$ cat src/rtl/div32.sv
// Iterative restoring divider for DIV/DIVU: one quotient bit per clock, fixed 34-cycle latency.
// Operands are latched on start; q/r are registered and hold until the next result.
module div32 #(
    parameter int DATA_SIZE = 32
) (
    input  logic                 clk,
    input  logic                 rst,
    input  logic                 start,
    input  logic                 sign,
    input  logic [DATA_SIZE-1:0] a,
    input  logic [DATA_SIZE-1:0] b,
    output logic [DATA_SIZE-1:0] q,
    output logic [DATA_SIZE-1:0] r,
    output logic                 busy,
    output logic                 done
);

    localparam int                   CNT_W    = $clog2(DATA_SIZE);
    localparam logic [CNT_W-1:0]     CNT_LAST = CNT_W'(DATA_SIZE - 1);
    localparam logic [CNT_W-1:0]     CNT_ONE  = {{(CNT_W-1){1'b0}}, 1'b1};
    localparam logic [DATA_SIZE-1:0] ZERO_W   = {DATA_SIZE{1'b0}};
    localparam logic [DATA_SIZE-1:0] ONES_W   = {DATA_SIZE{1'b1}};
    localparam logic [DATA_SIZE-1:0] ONE_W    = {{(DATA_SIZE-1){1'b0}}, 1'b1};

    typedef enum logic [1:0] {
        S_IDLE = 2'd0,
        S_PREP = 2'd1,
        S_ITER = 2'd2,
        S_FIX  = 2'd3
    } state_t;

    function automatic logic [DATA_SIZE-1:0] neg_w(input logic [DATA_SIZE-1:0] x);
        return (~x) + ONE_W;
    endfunction

    // The most negative value maps onto itself, which reads correctly as an unsigned magnitude.
    function automatic logic [DATA_SIZE-1:0] abs_w(input logic [DATA_SIZE-1:0] x);
        return x[DATA_SIZE-1] ? neg_w(x) : x;
    endfunction

    state_t               state_q, state_d;
    logic [DATA_SIZE-1:0] a_q, a_d;
    logic [DATA_SIZE-1:0] b_q, b_d;
    logic                 sign_q, sign_d;
    logic [DATA_SIZE-1:0] divisor_q, divisor_d;
    logic [DATA_SIZE-1:0] dshift_q, dshift_d;
    logic [DATA_SIZE-1:0] rem_q, rem_d;
    logic [DATA_SIZE-1:0] quo_q, quo_d;
    logic [CNT_W-1:0]     cnt_q, cnt_d;
    logic                 qneg_q, qneg_d;
    logic                 rneg_q, rneg_d;
    logic [DATA_SIZE-1:0] q_q, q_d;
    logic [DATA_SIZE-1:0] r_q, r_d;
    logic                 busy_q, busy_d;
    logic                 done_q, done_d;
    logic [DATA_SIZE:0]   trial_s;

    // A kept remainder is always below the divisor, so its upper (33rd) bit is never needed.
    assign trial_s = {rem_q, dshift_q[DATA_SIZE-1]} - {1'b0, divisor_q};

    // Next-state and datapath update for the IDLE/PREP/ITER/FIX sequence.
    always_comb begin
        state_d   = state_q;
        a_d       = a_q;
        b_d       = b_q;
        sign_d    = sign_q;
        divisor_d = divisor_q;
        dshift_d  = dshift_q;
        rem_d     = rem_q;
        quo_d     = quo_q;
        cnt_d     = cnt_q;
        qneg_d    = qneg_q;
        rneg_d    = rneg_q;
        q_d       = q_q;
        r_d       = r_q;
        busy_d    = busy_q;
        done_d    = 1'b0;
        case (state_q)
            S_IDLE: begin
                if (start) begin
                    a_d     = a;
                    b_d     = b;
                    sign_d  = sign;
                    busy_d  = 1'b1;
                    state_d = S_PREP;
                end else begin
                    state_d = S_IDLE;
                end
            end
            S_PREP: begin
                divisor_d = sign_q ? abs_w(b_q) : b_q;
                dshift_d  = sign_q ? abs_w(a_q) : a_q;
                qneg_d    = sign_q & (a_q[DATA_SIZE-1] ^ b_q[DATA_SIZE-1]);
                rneg_d    = sign_q & a_q[DATA_SIZE-1];
                rem_d     = ZERO_W;
                quo_d     = ZERO_W;
                cnt_d     = {CNT_W{1'b0}};
                state_d   = S_ITER;
            end
            S_ITER: begin
                if (!trial_s[DATA_SIZE]) begin
                    rem_d = trial_s[DATA_SIZE-1:0];
                end else begin
                    rem_d = {rem_q[DATA_SIZE-2:0], dshift_q[DATA_SIZE-1]};
                end
                quo_d    = {quo_q[DATA_SIZE-2:0], ~trial_s[DATA_SIZE]};
                dshift_d = {dshift_q[DATA_SIZE-2:0], 1'b0};
                if (cnt_q == CNT_LAST) begin
                    state_d = S_FIX;
                end else begin
                    cnt_d = cnt_q + CNT_ONE;
                end
            end
            S_FIX: begin
                if (b_q == ZERO_W) begin
                    q_d = ONES_W;
                    r_d = a_q;
                end else begin
                    q_d = qneg_q ? neg_w(quo_q) : quo_q;
                    r_d = rneg_q ? neg_w(rem_q) : rem_q;
                end
                done_d  = 1'b1;
                busy_d  = 1'b0;
                state_d = S_IDLE;
            end
            default: begin
                busy_d  = 1'b0;
                state_d = S_IDLE;
            end
        endcase
    end

    // State and datapath registers; reset discards any in-flight operation.
    always_ff @(posedge clk or negedge rst) begin
        if (!rst) begin
            state_q   <= S_IDLE;
            a_q       <= ZERO_W;
            b_q       <= ZERO_W;
            sign_q    <= 1'b0;
            divisor_q <= ZERO_W;
            dshift_q  <= ZERO_W;
            rem_q     <= ZERO_W;
            quo_q     <= ZERO_W;
            cnt_q     <= {CNT_W{1'b0}};
            qneg_q    <= 1'b0;
            rneg_q    <= 1'b0;
            q_q       <= ZERO_W;
            r_q       <= ZERO_W;
            busy_q    <= 1'b0;
            done_q    <= 1'b0;
        end else begin
            state_q   <= state_d;
            a_q       <= a_d;
            b_q       <= b_d;
            sign_q    <= sign_d;
            divisor_q <= divisor_d;
            dshift_q  <= dshift_d;
            rem_q     <= rem_d;
            quo_q     <= quo_d;
            cnt_q     <= cnt_d;
            qneg_q    <= qneg_d;
            rneg_q    <= rneg_d;
            q_q       <= q_d;
            r_q       <= r_d;
            busy_q    <= busy_d;
            done_q    <= done_d;
        end
    end

    assign q    = q_q;
    assign r    = r_q;
    assign busy = busy_q;
    assign done = done_q;

endmodule

$ cat config.mk
export PLATFORM = sky130hd
export DESIGN_NAME = div32
export DESIGN_NICKNAME = d
export VERILOG_FILES = /design/src/rtl/div32.sv
export SDC_FILE = /design/constraint.sdc
export NUM_CORES = 1
export LEC_CHECK = 0
export ABC_CLOCK_PERIOD_IN_PS = 3600
export CAP_MARGIN = 20
export CORE_MARGIN = 2
export CORE_UTILIZATION = 60
export CTS_BUF_LIST = sky130_fd_sc_hd__clkbuf_2 sky130_fd_sc_hd__clkbuf_4 sky130_fd_sc_hd__clkbuf_8
export DETAILED_ROUTE_END_ITERATION = 8
export PLACE_DENSITY = 0.82
export SLEW_MARGIN = 10
export SYNTH_ARGS = -nofsm -noshare
export SYNTH_HDL_FRONTEND = slang
export SYNTH_SLANG_ARGS = --single-unit
$ cat constraint.sdc
create_clock -name clk -period 3.6 [get_ports clk]
set_input_delay 0.36 -clock clk [delete_from_list [all_inputs] [get_ports clk]]
set_output_delay 0.36 -clock clk [all_outputs]
set_load 0.01 [all_outputs]
== Word level (Yosys, flattened, before mapping) ==
Cells that the tools add are included.

* RAM bits: 0
* Bits in latches: 0
* Output and inout bits: 66
* Input port bits: 68
* Bits in read-only memories: 0
* Flip-flop bits (word level): 268
* Memories kept: 0
* Logic and storage cells: 63

* Divide/modulo/power cells: 0
* Order comparisons: 0
* Equal/unequal tests: 7
* Multiply operators: 0
* Shift operators: 0
* Mux-type cells: 20
* $add $sub $neg: 6
* Reductions and logical operators: 7
* Bitwise logic cells: 8

{| class="wikitable"
|+ Operators by type and width
! operator !! number
|-
| $mux 32 || 9
|-
| $pmux 32 s2 || 3
|-
| $add 32x1->32 const B || 4
|-
| $not 32->32 || 4
|-
| $sub 33x32->33 || 1
|-
| $logic_not 32->1 || 1
|-
| $pmux 5 s2 || 1
|-
| $pmux 2 s4 || 1
|-
| $ne 2x2->1 const B || 3
|-
| $reduce_and 2->1 || 3
|-
| $add 5x1->5 const B || 1
|-
| $eq 5x5->1 const B || 1
|-
| $mux 5 || 1
|-
| $eq 2x2->1 const B || 2
|-
| $reduce_bool 2->1 || 2
|-
| $mux 1 || 3
|-
| $and 1x1->1 || 2
|-
| $eq 2x1->1 const B || 1
|-
| $logic_not 2->1 || 1
|-
| $mux 2 || 1
|-
| $pmux 1 s2 || 1
|-
| $not 1->1 || 1
|-
| $xor 1x1->1 || 1
|}

== Logic depth before layout (Yosys ltp) ==
Gate-level depths: netlist of run 1.

* Depth after elaboration: 5
* Depth in mapped cells: 13
* Gate-level depth less buffers: 12

== Least setup slack after synthesis of run 1 ==
Ideal clock, no wire load.

* Kind: flip-flop to flip-flop
* From: register divisor_q[0]
* To: register rem_q[26]
* Buffers on the path: 1
* Cell stages (with the launch flop): 13
* Setup time: 124 ps
* Slack: 387 ps
* Clock period less this slack: 3213 ps
* Arrival: 3089 ps
* Required time: 3476 ps
* Cell sequence: dfrtp_1 ha_1 fa_1 nand2b_1 a21oi_1 o2111a_1 or3_1 a21oi_1 o41ai_1 xnor2_2 buf_2 nor4_1 a211o_1

* Longest elaborated chain between the ends: 3

{| class="wikitable"
|+ Ends and longest elaborated chain
! element !! line !! text
|-
| from (decl) || 45 || <nowiki>logic [DATA_SIZE-1:0] divisor_q, divisor_d;</nowiki>
|-
| from (signal assigned) || 156 || <nowiki>divisor_q <= divisor_d;</nowiki>
|-
| $sub 33x32->33 || 59 || <nowiki>assign trial_s = {rem_q, dshift_q[DATA_SIZE-1]} - {1'b0, divisor_q};</nowiki>
|-
| $mux 32 || 101 || <nowiki>if (!trial_s[DATA_SIZE]) begin</nowiki>
|-
| $pmux 32 s2 || 78 || <nowiki>case (state_q)</nowiki>
|-
| to (signal assigned) || 158 || <nowiki>rem_q <= rem_d;</nowiki>
|-
| to (decl) || 47 || <nowiki>logic [DATA_SIZE-1:0] rem_q, rem_d;</nowiki>
|}

No other way between the ends.
A chain may end at the register's enable or synchronous reset.

== Worst setup path after layout of run 1 ==
* From: register a_q[8]
* To: register dshift_q[29]

* Longest elaborated chain between the ends: 5

{| class="wikitable"
|+ Ends and longest elaborated chain
! element !! line !! text
|-
| from (decl) || 42 || <nowiki>logic [DATA_SIZE-1:0] a_q, a_d;</nowiki>
|-
| from (signal assigned) || 137 || <nowiki>a_q <= ZERO_W;</nowiki>
|-
| from (signal assigned) || 153 || <nowiki>a_q <= a_d;</nowiki>
|-
| $not 32->32 || 33 || <nowiki>return (~x) + ONE_W;</nowiki>
|-
| $add 32x1->32 || 33 ||
|-
| $mux 32 || 38 || <nowiki>return x[DATA_SIZE-1] ? neg_w(x) : x;</nowiki>
|-
| $mux 32 || 92 || <nowiki>dshift_d = sign_q ? abs_w(a_q) : a_q;</nowiki>
|-
| $pmux 32 s2 || 78 ||
|-
| to (signal assigned) || 157 || <nowiki>dshift_q <= dshift_d;</nowiki>
|-
| to (decl) || 46 || <nowiki>logic [DATA_SIZE-1:0] dshift_q, dshift_d;</nowiki>
|}

No other way between the ends.

==> results of run 1 <==
flip-flops by register name, summed over array words and instances (netlist names):
register and cells:
busy 1, rem_q 32, cnt_q 5, rneg_q 1, a_q 32, sign_q 1
b_q 32, qneg_q 1, dshift_q 32, done 1, divisor_q 32, quo_q 32
r 32, state_q 2, q 32
per-layer routing:
metal  track usage [%]  routed length, um
met1              34.8              15300
met5                 0                  0
met4              10.1               1170
met2              48.6              18300
met3              5.28               2130
layout by cell type, fill, tap and decap left out, drive strengths merged, types with 26 or more instances in the layout:
cell type,netlist,final
dfrtp,268,268
inv,108,110
nor2,114,114
xor2,49,49
o31ai,26,26
nand3,53,53
a21oi,99,99
xnor2,101,101
mux2,118,118
buf,13,35
a31oi,43,43
nand2,117,117
clkdlybuf4s50,0,132
ha,42,42
clkbuf,86,74
o21ai,146,146
kinds of logic after synthesis:
| logic type | share of synthesized area [%] |
|---|---|
| flops | 43.7 |
| buf+inv | 5.17 |
| xor+xnor | 8.61 |
| compound gates | 16.3 |
| fa+ha+maj | 3.55 |
| mux | 10.2 |
| simple gates | 12.4 |
cell type report:
type / instances / area [um^2]
Clock buffer: 74 / 868
Clock inverter: 3 / 25.0
Fill cell: 1873 / 7190
Inverter: 108 / 405
Multi-Input combinational cell: 1149 / 7920
Sequential cell: 268 / 6710
Tap cell: 330 / 413
Timing Repair Buffer: 168 / 1660
path summary, 6_finish.rpt:
| path | slack [ns] | start | cells past startpoint | to |
|---|---|---|---|---|
| hold / removal | 0.39 | rst | 2 | b_q[21] |
| setup / recovery | 0.20 | a_q[8] | 9 | dshift_q[29] |
| min in group clk | 0.41 | a[22] | 2 | a_q[22] |
| setup reg to reg | 0.20 | a_q[8] | 9 | dshift_q[29] |
| max in group asynchronous | 2.30 | rst | 3 | b_q[9] |
| hold reg to reg | 0.48 | r[31] | 1 | r[31] |
power groups by stage:
stage	clock network (mW)	registers, mW	logic [mW]
4_1_cts	2.77	5.25	6.62
6_report	2.72	5.26	6.63
5_1_grt	2.92	5.41	7.37
3_5_place_dp	0	5.29	6.58
3_3_place_gp	0	5.23	6.38
2_1_floorplan	0	5.08	4.58
worst max-delay path, stage by stage, from the launching register on:
cell,delay (ns)
sky130_fd_sc_hd__dfrtp_1,0.44
sky130_fd_sc_hd__or4_1,0.61
sky130_fd_sc_hd__or4_1,0.47
sky130_fd_sc_hd__nor3_1,0.38
sky130_fd_sc_hd__and2_1,0.31
sky130_fd_sc_hd__nand4b_1,0.21
sky130_fd_sc_hd__o31ai_1,0.31
sky130_fd_sc_hd__xor2_1,0.19
sky130_fd_sc_hd__o21ai_1,0.08
sky130_fd_sc_hd__mux2_2,0.29
metrics by stage:
| stage | hold slack [ns] | cell area [um^2] | TNS, ns | setup slack, ns |
|---|---|---|---|---|
| finish | 0.388 | 18000 | 0 | 0.198 |
| global route | 0.402 | 18000 | 0 | 0.0150 |
| global placement | 0.363 | 17000 | -0.237 | -0.0315 |
| CTS | 0.386 | 17900 | 0 | 0.00545 |
| floorplan | 0.0644 | 15400 | 0 | 0.387 |
| detailed placement | 0.376 | 17000 | -2.40 | -0.161 |
repair_timing:
action | in CTS | in global routing
setup buffers | 0 | 2
hold buffers | 1 | 0
pin swaps | 0 | 2
endpoints found under the setup margin | 32 | 32
gates resized for setup | 1 | 2
hold endpoints to repair | 70 | 0
==> reports/summary.md, run 1 <==
The flow ran to the end, and the final reports show no timing, DRC or antenna violations. For this design the total switching power over the nets is 5.81 mW. The synthesized netlist occupies a cell area of 0.0154 mm^2. Per report_power, the sequential group accounts for 36.0% of the total. Yosys printed 0 warnings.

The logs give 105 for the maximum number of pins on one net before global-route repair and 2019 for the number of cells in the design after placement. Routability-driven placement finished with a final weighted congestion of 0.894. TritonCTS built the clock tree. Compared with the post-synthesis result, the final layout area differs by 17.2%. The highest clock frequency the design can meet was 294 MHz. The tools report the global-route wire length before repair as 61000 um. Number of nets at the end of the flow: 1851. Of all nets on the critical path, the largest fanout is 5. The run gives 0 as the number of antenna violations at the first check in global routing. The worst setup path is captured at a register. The main flop type after synthesis was sky130_fd_sc_hd__dfrtp_1. STA puts the critical path data arrival time at 3.86 ns. Ranked by total cell area, the synthesized netlist is headed by sky130_fd_sc_hd__dfrtp_1 44%, sky130_fd_sc_hd__mux2_2 8.5%, sky130_fd_sc_hd__xnor2_1 5.7%.

In the routed design, unresolved DRC markers number 0. Counting flops with a built-in enable in the synthesized netlist gives 0. The routed layout has 12577 vias. Counting flops with an async set or reset pin after synthesis yields a share of 100%.

Effective utilization at floorplan: 61.0%. In this run the tightest slew margin relative to its limit is 28.0%. Ranked by instance count, the synthesized netlist is headed by 268 x sky130_fd_sc_hd__dfrtp_1, 141 x sky130_fd_sc_hd__o21ai_0, 117 x sky130_fd_sc_hd__nand2_1, 116 x sky130_fd_sc_hd__mux2_2, 114 x sky130_fd_sc_hd__nor2_1.

The number of buffers added by the clock tree synthesis step was 45; the area of the placeable core was 0.0252 mm^2. For the pin with the worst max-slew slack, the measured transition is 1.08 ns. The die outline width is 164 um, and the total wire length is 36800 um.

Setup violations remaining at the end of the flow were counted as 0. sky130_fd_sc_hd__dfrtp_1 is the most common cell in the netlist. The first detailed-routing pass ran for 6 iterations. Die height: 164 um.

Max-cap violations in this run came to 0. After synthesis, the largest area contributor takes up 43.7% of total cell area. Synthesis produced a netlist with a net count of 1735. The number of hold violations in the final report is 0.

In this run the count of I/O pins placed on the die edge is 134. Counting along the longest clock path gives a buffer depth of 3. The sum of overflow across all layers after global routing was 0.

Buffer type at the clock tree root: sky130_fd_sc_hd__clkbuf_8. The logs give 26000 um for the half-perimeter wire length after placement and 268 for the clock sink count. Counting flops and latches in the post-synthesis netlist gives 268.

A synthesized cell averages 9.45 um^2. Number of global-route vias before repair: 12553. The initialized floorplan defines 58 standard-cell rows. The ratio of final minimum period to clock period came out at 94.5%. Using the TritonRoute via totals, the vias-per-cell ratio works out to 5.99. The number of antenna diodes in the final layout is 0. The setup path with the least slack is of type reg -> reg. The max-slew violation count is 0. The number of levels the H-tree was split into was 2; the final core utilization was 71.5%. Counting every instance in the synthesized netlist gives 1624.

Power spread over the standard cell area amounts to 812 mW/mm^2. Cell internal power was estimated by the tool at 8.80 mW. Number of DRC markers after the initial detailed-route iteration: 908. The logs give 0.0269 mm^2 for the die area and 0.57 ns for the latest clock arrival within the worst-skew pair.

The min-delay analysis places its worst path in the category in -> async. Of the cells placed in the final design, the portion with a size suffix greater than 1 is 14.1%. The count of buffers inserted at the top-level ports is 133. In the final routed layout, each cell accounts on average for 17.5 um. Net switching is 39.8% of the power. Clock-pin slew was measured on the worst setup and hold paths at 0.06 ns.

For the total power, the log shows 14.6 mW. For this run, the number of standard cells in the final layout without fillers is 2100. For the final antenna-violating net count, the log shows 0. For the finished layout, the period the worst path requires is 3.40 ns. The logs give 66 for the number of different library cells in the post-synthesis netlist and 45.4% for the combinational power share.

The sequential element share of the synthesized area came out at 43.7%. For the final database, setup skew stands at 0.0338 ns. sky130_fd_sc_hd__dfrtp_1 takes more of the synthesized area than any other cell. Setup repair after global routing left no endpoint under its margin. Summed over all cells, the static leakage comes to 8.06 nW. The worst setup path is launched from a register.

IR analysis of the VDD net gives a maximum drop of 489 uV. At the worst endpoint, the required time is 4.05 ns. In this run, the clock network consumes 18.6% of the power.

In the global route stage, overall resource usage came out at 28.0%.
No activity file was read; power rests on OpenSTA's default activity.
==> inputs of run 2 (changes only) <==
--- a/config.mk
+++ b/config.mk
@@ -8,10 +8,9 @@
 export ABC_CLOCK_PERIOD_IN_PS = 3600
 export CAP_MARGIN = 20
 export CORE_MARGIN = 2
-export CORE_UTILIZATION = 60
-export CTS_BUF_LIST = sky130_fd_sc_hd__clkbuf_2 sky130_fd_sc_hd__clkbuf_4 sky130_fd_sc_hd__clkbuf_8
+export CORE_UTILIZATION = 59
 export DETAILED_ROUTE_END_ITERATION = 8
-export PLACE_DENSITY = 0.82
+export PLACE_DENSITY = 0.81
 export SLEW_MARGIN = 10
 export SYNTH_ARGS = -nofsm -noshare
 export SYNTH_HDL_FRONTEND = slang
==> reports/summary.md, run 2 (same netlist as run 1, synthesis figures left out) <==
The logs give 5 (was 6) for the number of iterations in the first detailed-routing pass and 12405 (was 12577) for the number of vias in the routed layout. Setup repair after global routing left no endpoint under its margin. The number of buffers added by the clock tree synthesis step is 28 (was 45).

The buffer type at the clock tree root is sky130_fd_sc_hd__clkbuf_16 (was sky130_fd_sc_hd__clkbuf_8). The ratio of final minimum period to clock period is 95.0% (was 94.5%), and the total negative setup slack is 0 ns (unchanged). The run gives 60400 um (was 61000 um) as the global-route wire length before repair. The number of hold violations in the final report is 0 (unchanged), and the number of antenna violations at the first check in global routing is 0 (unchanged). The area of the placeable core came out at 0.0258 mm^2 (was 0.0252 mm^2).

TritonCTS built the clock tree. Max-slew violation count: 0 (unchanged). The leakage power total is 8.05 nW (was 8.06 nW), and the number of levels the H-tree was split into is 1 (was 2).

The worst hold path terminates at a_q[5]. Endpoint of the lowest-slack register-to-register path: dshift_q[29] (unchanged). Worst endpoint data arrival time: 3.86 ns (about the same).

The maximum number of pins on one net before global-route repair is 105 (unchanged), and the effective utilization at floorplan is 59.4% (was 61.0%). Final antenna-violating net count: 0 (unchanged). The half-perimeter wire length after placement came out at 25800 um (was 26000 um). The hold-critical path depth came out at 2. Class of the most critical setup path: reg -> reg (unchanged). Highest clock frequency the design can meet: 292 MHz (was 294 MHz). The tools report the worst clock skew on the final layout as 0.0138 ns (was 0.0338 ns). The pin slew with the least headroom to its limit is 1.03 ns (was 1.08 ns).

The final antenna diode count is 0 (unchanged). The run gives 0.0180 mm^2 (about the same) as the summed area of non-filler cells in the final layout. The startpoint identified for the worst hold timing path is a[5]. The global placer's final weighted congestion is 0.897 (was 0.894), and the average vias per placed instance is 5.97 (was 5.99).

The category of the worst setup path launch point was a register (unchanged). The share of final-layout standard cells stronger than drive strength 1 was 12.5% (was 14.1%); the max-capacitance violation count was 0 (unchanged). Data required time of the worst path: 4.04 ns (was 4.05 ns). The final worst hold slack was 0.413 ns (was 0.388 ns); the die outline width was 165 um (was 164 um). The maximum clock insertion buffer count is 3 (unchanged). The logs give 0 (unchanged) for the number of DRC violations after detailed routing and 12147 (was 12553) for the number of global-route vias before repair.

The power per unit of standard cell area works out to 818 mW/mm^2 (was 812 mW/mm^2). The run gives 0.0273 mm^2 (was 0.0269 mm^2) as the die area. The run finished with clean final reports.

The logs give 0.56 ns (was 0.57 ns) for the latest clock arrival within the worst-skew pair and 900 (was 908) for the number of DRC markers after the initial detailed-route iteration. The worst max-slew margin expressed relative to the limit came out at 31.7% (was 28.0%). The length in cells of the worst reg-to-reg path is 9 (unchanged), and the final core utilization is 69.8% (was 71.5%). The tools report the clock sink count as 268 (unchanged). The area of placed instances was 0.0170 mm^2 (about the same); the average routed wire per standard cell was 17.7 um (was 17.5 um).

The tools report the source of the worst register-to-register timing path as a_q[8] (unchanged). The leading cell type in the layout, fill and taps excluded is sky130_fd_sc_hd__dfrtp_1 (unchanged). The largest fanout on the critical path is 5 (unchanged), and the number of primary I/O pins is 134 (unchanged). Series of cell instances along the critical path: or4_1 > or4_1 > nor3_1 > and2_1 > nand4b_1 > o31ai_1 > xor2_1 > o21ai_1 > mux2_2 (unchanged). For the number of nets at the end of the flow, the log shows 1834 (was 1851).

The time the worst path needs with I/O delays and setup came out at 3.42 ns (was 3.40 ns). The overall routing resource usage is 27.4% (was 28.0%). The slowest cell on the critical path was sky130_fd_sc_hd__or4_1 (unchanged). The relative area change from synthesis to final layout came out at 17.5% (was 17.2%). The path class of the lowest-slack min-delay path is in -> reg (was in -> async). The tools report the setup slack of the worst register-to-register path as 0.18 ns (was 0.20 ns).

The count of buffers inserted at the top-level ports works out to 133 (unchanged). The type of element capturing the critical path was a register (unchanged). The most repeated library cell on the critical path is sky130_fd_sc_hd__or4_1 (unchanged). The run gives 36800 um (about the same) as the total wire length. Top library cells by usage in the layout, fill and taps aside: 268 x sky130_fd_sc_hd__dfrtp_1, 141 x sky130_fd_sc_hd__o21ai_0, 132 x sky130_fd_sc_hd__clkdlybuf4s50_1, 116 x sky130_fd_sc_hd__nand2_1, 116 x sky130_fd_sc_hd__mux2_2 (unchanged). The logs give 540 uV (was 489 uV) for the peak supply drop and 59 (was 58) for the number of cell rows.

The clock-pin transition on the worst setup and hold timing paths is 0.06 ns (about the same). The die height was 165 um (was 164 um); the sum of overflow across all layers after global routing was 0 (unchanged). The worst stage delay on the critical path came out at 0.62 ns (was 0.61 ns). The buffer and inverter count on the worst path came out at 0 (unchanged). Cell type group with the largest total delay on the critical path: simple AND/OR/NAND/NOR gates (unchanged). For the total setup violations reported at the end of the flow, the log shows 0 (unchanged).
[run 2: cell types whose count changed in the layout (fill, tap and decap cells not counted), sizes merged]
cell / before / now
inv: 110 / 108
clkinv: 1 / 7
clkbuf: 74 / 41
bufinv: 0 / 1
[run 2: repair_timing]
| item | CTS | global route |
|---|---|---|
| buffers inserted | 2 | 0 |
| resized for setup | 2 | 2 |
| hold endpoints to repair | 82 | 0 |
| endpoints found under the setup margin | 31 | 34 |
| pin swaps | 2 | 1 |
| hold buffers | 1 | 0 |
[run 2: worst reg2reg max path, cell delays in order (launching register included)]
cell	delay, ns
sky130_fd_sc_hd__dfrtp_1	0.44
sky130_fd_sc_hd__or4_1	0.62
sky130_fd_sc_hd__or4_1	0.48
sky130_fd_sc_hd__nor3_1	0.42
sky130_fd_sc_hd__and2_1	0.32
sky130_fd_sc_hd__nand4b_1	0.20
sky130_fd_sc_hd__o31ai_1	0.29
sky130_fd_sc_hd__xor2_1	0.18
sky130_fd_sc_hd__o21ai_1	0.07
sky130_fd_sc_hd__mux2_2	0.29
[run 2: power by group]
group	leakage, nW	internal [mW]	switching (mW)
Combinational	4.23	3.10	3.55
Clock	0.453	1.66	1.18
Sequential	3.36	4.17	1.09
[run 2: worst max-delay path by stage]
| stage | to | slack [ns] | cells after the start | from |
|---|---|---|---|---|
| 2_1_floorplan | rem_q[26] | 0.39 | 12 | divisor_q[0] |
| 3_3_place_gp | rem_q[1] | -0.09 | 13 | dshift_q[31] |
| 3_5_place_dp | rem_q[27] | -0.26 | 12 | dshift_q[31] |
| 4_1_cts | rem_q[27] | 0.08 | 11 | rem_q[4] |
| 5_1_grt | dshift_q[29] | 0.02 | 9 | a_q[8] |
| 6_report | dshift_q[29] | 0.18 | 9 | a_q[8] |
[run 2: final cells by class]
| type | count | area (um^2) |
|---|---|---|
| fillers | 1955 | 7790 |
| clock buffers | 41 | 830 |
| multi-input cells | 1149 | 7920 |
| inverters | 108 | 405 |
| well taps | 335 | 419 |
| clock inverters | 8 | 76.3 |
| repair buffers | 168 | 1680 |
| flip-flops and latches | 268 | 6710 |
[run 2: per-stage QoR]
step	total power [mW]	std cells	setup slack, ns
2_1_floorplan	9.66	1624	0.387
3_3_place_gp	11.6	2024	-0.0917
4_1_cts	14.8	2076	0.0772
5_1_grt	15.8	2077	0.0201
6_report	14.8	2077	0.179
3_5_place_dp	11.9	2024	-0.256
[run 2: layer usage]
layer | global-route usage (%) | routed length (um)
met1 | 35.5 | 15700
met2 | 48.2 | 18400
met3 | 3.55 | 1730
met4 | 8.07 | 997
met5 | 0 | 0
==> inputs of run 3 (changes only) <==
--- a/config.mk
+++ b/config.mk
@@ -5,12 +5,12 @@
 export SDC_FILE = /design/constraint.sdc
 export NUM_CORES = 1
 export LEC_CHECK = 0
-export ABC_CLOCK_PERIOD_IN_PS = 3600
+export ABC_CLOCK_PERIOD_IN_PS = 3050
 export CAP_MARGIN = 20
 export CORE_MARGIN = 2
-export CORE_UTILIZATION = 59
+export CORE_UTILIZATION = 53
 export DETAILED_ROUTE_END_ITERATION = 8
-export PLACE_DENSITY = 0.81
+export PLACE_DENSITY = 0.77
 export SLEW_MARGIN = 10
 export SYNTH_ARGS = -nofsm -noshare
 export SYNTH_HDL_FRONTEND = slang
==> constraint.sdc (replaced) <==
create_clock -name clk -period 3.05 [get_ports clk]
set_input_delay 0.305 -clock clk [delete_from_list [all_inputs] [get_ports clk]]
set_output_delay 0.305 -clock clk [all_outputs]
set_load 0.01 [all_outputs]
==> reports/summary.md, run 3 (same netlist as run 1, synthesis figures left out) <==
The tools report the buffer type at the clock tree root as sky130_fd_sc_hd__clkbuf_16 (unchanged). Maximum clock insertion buffer count: 3 (unchanged). The die outline width was 174 um (was 165 um); the number of DRC markers after the initial detailed-route iteration was 1072 (was 900). Number of vias in the routed layout: 13059 (was 12405). Setup repair after global routing could not meet its margin everywhere. The max-slew violation count is 0 (unchanged). The relative area change from synthesis to final layout came out at 27.4% (was 17.5%). The final reports fail on negative setup slack. For the number of hold violations in the final report, the log shows 0 (unchanged). The max-capacitance violation count came out at 0 (unchanged). Path class of the lowest-slack min-delay path: in -> reg (unchanged).

The length in cells of the worst reg-to-reg path was 12 (was 9). The logs give 0 (unchanged) for the number of DRC violations after detailed routing and 1931 (was 1834) for the number of nets at the end of the flow. The logs give 587 uV (was 540 uV) for the peak supply drop and 0.56 ns (about the same) for the latest clock arrival within the worst-skew pair. The total negative setup slack was -0.220 ns (was 0 ns); the global placer's final weighted congestion was 0.882 (was 0.897). The maximum number of pins on one net before global-route repair was 98 (was 105); the total wire length was 40800 um (was 36800 um).

The leading cell type in the layout, fill and taps excluded was sky130_fd_sc_hd__dfrtp_1 (unchanged). The hold-critical path depth came out at 2 (unchanged). The global-route met3 utilization is 3.37% (was 3.55%), and the number of antenna violations at the first check in global routing is 0 (unchanged).

For the total setup violations reported at the end of the flow, the log shows 9 (was 0). The category of the worst setup path launch point is a register (unchanged). The class of the most critical setup path was reg -> reg (unchanged). The power per unit of standard cell area came out at 944 mW/mm^2 (was 818 mW/mm^2). The number of levels the H-tree was split into was 1 (unchanged); the total power was 18.5 mW (was 14.8 mW).

The average vias per placed instance is 5.87 (was 5.97), and the final antenna diode count is 0 (unchanged). The share of final-layout standard cells stronger than drive strength 1 was 20.6% (was 12.5%); the leakage power total was 8.74 nW (was 8.05 nW). The number of iterations in the first detailed-routing pass is 6 (was 5), and the data required time of the worst path is 3.55 ns (was 4.04 ns). The clock-pin transition on the worst setup and hold timing paths was 0.06 ns (about the same). The run gives 321 MHz (was 292 MHz) as the highest clock frequency the design can meet.

The logs give 0.0178 mm^2 (was 0.0170 mm^2) for the area of placed instances and 134 (unchanged) for the number of primary I/O pins. The final antenna-violating net count is 0 (unchanged), and the half-perimeter wire length after placement is 27300 um (was 25800 um). The number of global-route vias before repair was 12840 (was 12147); the count of buffers inserted at the top-level ports was 133 (unchanged).

The effective utilization at floorplan was 53.6% (was 59.4%). Ratio of final minimum period to clock period: 102% (was 95.0%). The flow ran to the end, but the final reports show violations. For the clock sink count, the log shows 268 (unchanged). The number of cell rows was 62 (was 59).

The die area was 0.0303 mm^2 (was 0.0273 mm^2); the largest fanout on the critical path was 7 (was 5). The logs give 63400 um (was 60400 um) for the global-route wire length before repair and 0.0286 mm^2 (was 0.0258 mm^2) for the area of the placeable core. Pin slew with the least headroom to its limit: 0.825 ns (was 1.03 ns).

The number of inserted filler cells in the final layout was 2100 (was 1955); the worst endpoint data arrival time was 3.62 ns (was 3.86 ns). The die height was 174 um (was 165 um); the number of buffers added by the clock tree synthesis step was 29 (was 28). Top library cells by usage in the layout, fill and taps aside: 267 x sky130_fd_sc_hd__dfrtp_1, 132 x sky130_fd_sc_hd__clkdlybuf4s50_1, 113 x sky130_fd_sc_hd__nor2_1, 108 x sky130_fd_sc_hd__inv_1, 107 x sky130_fd_sc_hd__nand2_1 (was 268 x sky130_fd_sc_hd__dfrtp_1, 141 x sky130_fd_sc_hd__o21ai_0, 132 x sky130_fd_sc_hd__clkdlybuf4s50_1, 116 x sky130_fd_sc_hd__nand2_1, 116 x sky130_fd_sc_hd__mux2_2). The setup slack of the worst register-to-register path came out at -0.07 ns (was 0.18 ns). The summed area of non-filler cells in the final layout was 0.0196 mm^2 (was 0.0180 mm^2).

The worst clock skew on the final layout was 0.0127 ns (was 0.0138 ns); the post-route worst setup slack was -0.0692 ns (was 0.179 ns). For the global routing usage on met2, the log shows 44.4% (was 48.2%). The run gives 0 (unchanged) as the sum of overflow across all layers after global routing.

The time the worst path needs with I/O delays and setup came out at 3.12 ns (was 3.42 ns). The type of element capturing the critical path was a register (unchanged). The highest-utilization routing layer at the global route stage was met2 (unchanged).

The worst max-slew margin expressed relative to the limit came out at 44.9% (was 31.7%). The average routed wire per standard cell works out to 18.3 um (was 17.7 um). TritonCTS built the clock tree. The overall routing resource usage was 25.3% (was 27.4%); the met1 capacity usage during global routing was 31.7% (was 35.5%).
-- run 3: metrics by stage --
step	utilization (%)	hold slack, ns	setup WS (ns)	std cells
floorplan	-	0.00941	0.00813	1624
global placement	62.2	0.401	-0.139	2153
detailed placement	62.2	0.404	-0.239	2153
CTS	66.0	0.343	-0.0192	2212
global route	68.4	0.359	-0.143	2225
finish	68.4	0.357	-0.0692	2225
-- run 3: layout make-up --
class	instances	area, um^2	share of cell area, %
multi-input cells	1149	8430	43.1
flip-flops and latches	268	6710	34.3
repair buffers	264	2630	13.4
clock buffers	45	856	4.37
well taps	384	480	2.46
inverters	108	405	2.07
clock inverters	7	66.3	0.339
-- run 3: routing by layer --
layer | vias up | wire length [um]
met4 | 0 | 1500
met1 | 6427 | 16800
met5 | - | 0
li1 | 6120 | -
met2 | 411 | 20300
met3 | 101 | 2180
-- run 3: repair_timing --
action / in CTS / in global routing
pin swaps: 13 / 29
gates cloned: 0 / 7
resized for setup: 28 / 134
endpoints found under the setup margin: 95 / 81
hold buffers: 1 / 0
setup buffers: 8 / 6
hold endpoints to repair: 93 / 0
-- run 3: worst max-delay path: stages, from the launching register on --
cell	delay [ns]
sky130_fd_sc_hd__dfrtp_1	0.38
sky130_fd_sc_hd__or4_4	0.56
sky130_fd_sc_hd__nor4_4	0.24
sky130_fd_sc_hd__and2_4	0.23
sky130_fd_sc_hd__nand2_4	0.06
sky130_fd_sc_hd__or3_4	0.38
sky130_fd_sc_hd__buf_6	0.13
sky130_fd_sc_hd__nor4_4	0.28
sky130_fd_sc_hd__buf_6	0.22
sky130_fd_sc_hd__clkbuf_16	0.19
sky130_fd_sc_hd__nor2_1	0.07
sky130_fd_sc_hd__a21oi_1	0.15
sky130_fd_sc_hd__mux2_4	0.17
-- run 3: power by group --
part | switching [mW] | internal, mW
combinational | 4.67 | 4.23
clock | 1.42 | 2.00
sequential | 1.23 | 4.93
total | 7.32 | 11.2
-- run 3: worst paths after layout --
kind,end,start
setup / recovery,r[14],b_q[8]
hold / removal,a_q[24],a[24]
setup reg to reg,r[14],b_q[8]
hold reg to reg,dshift_q[0],dshift_q[0]
max in group asynchronous,b_q[0],rst
min in group asynchronous,quo_q[28],rst
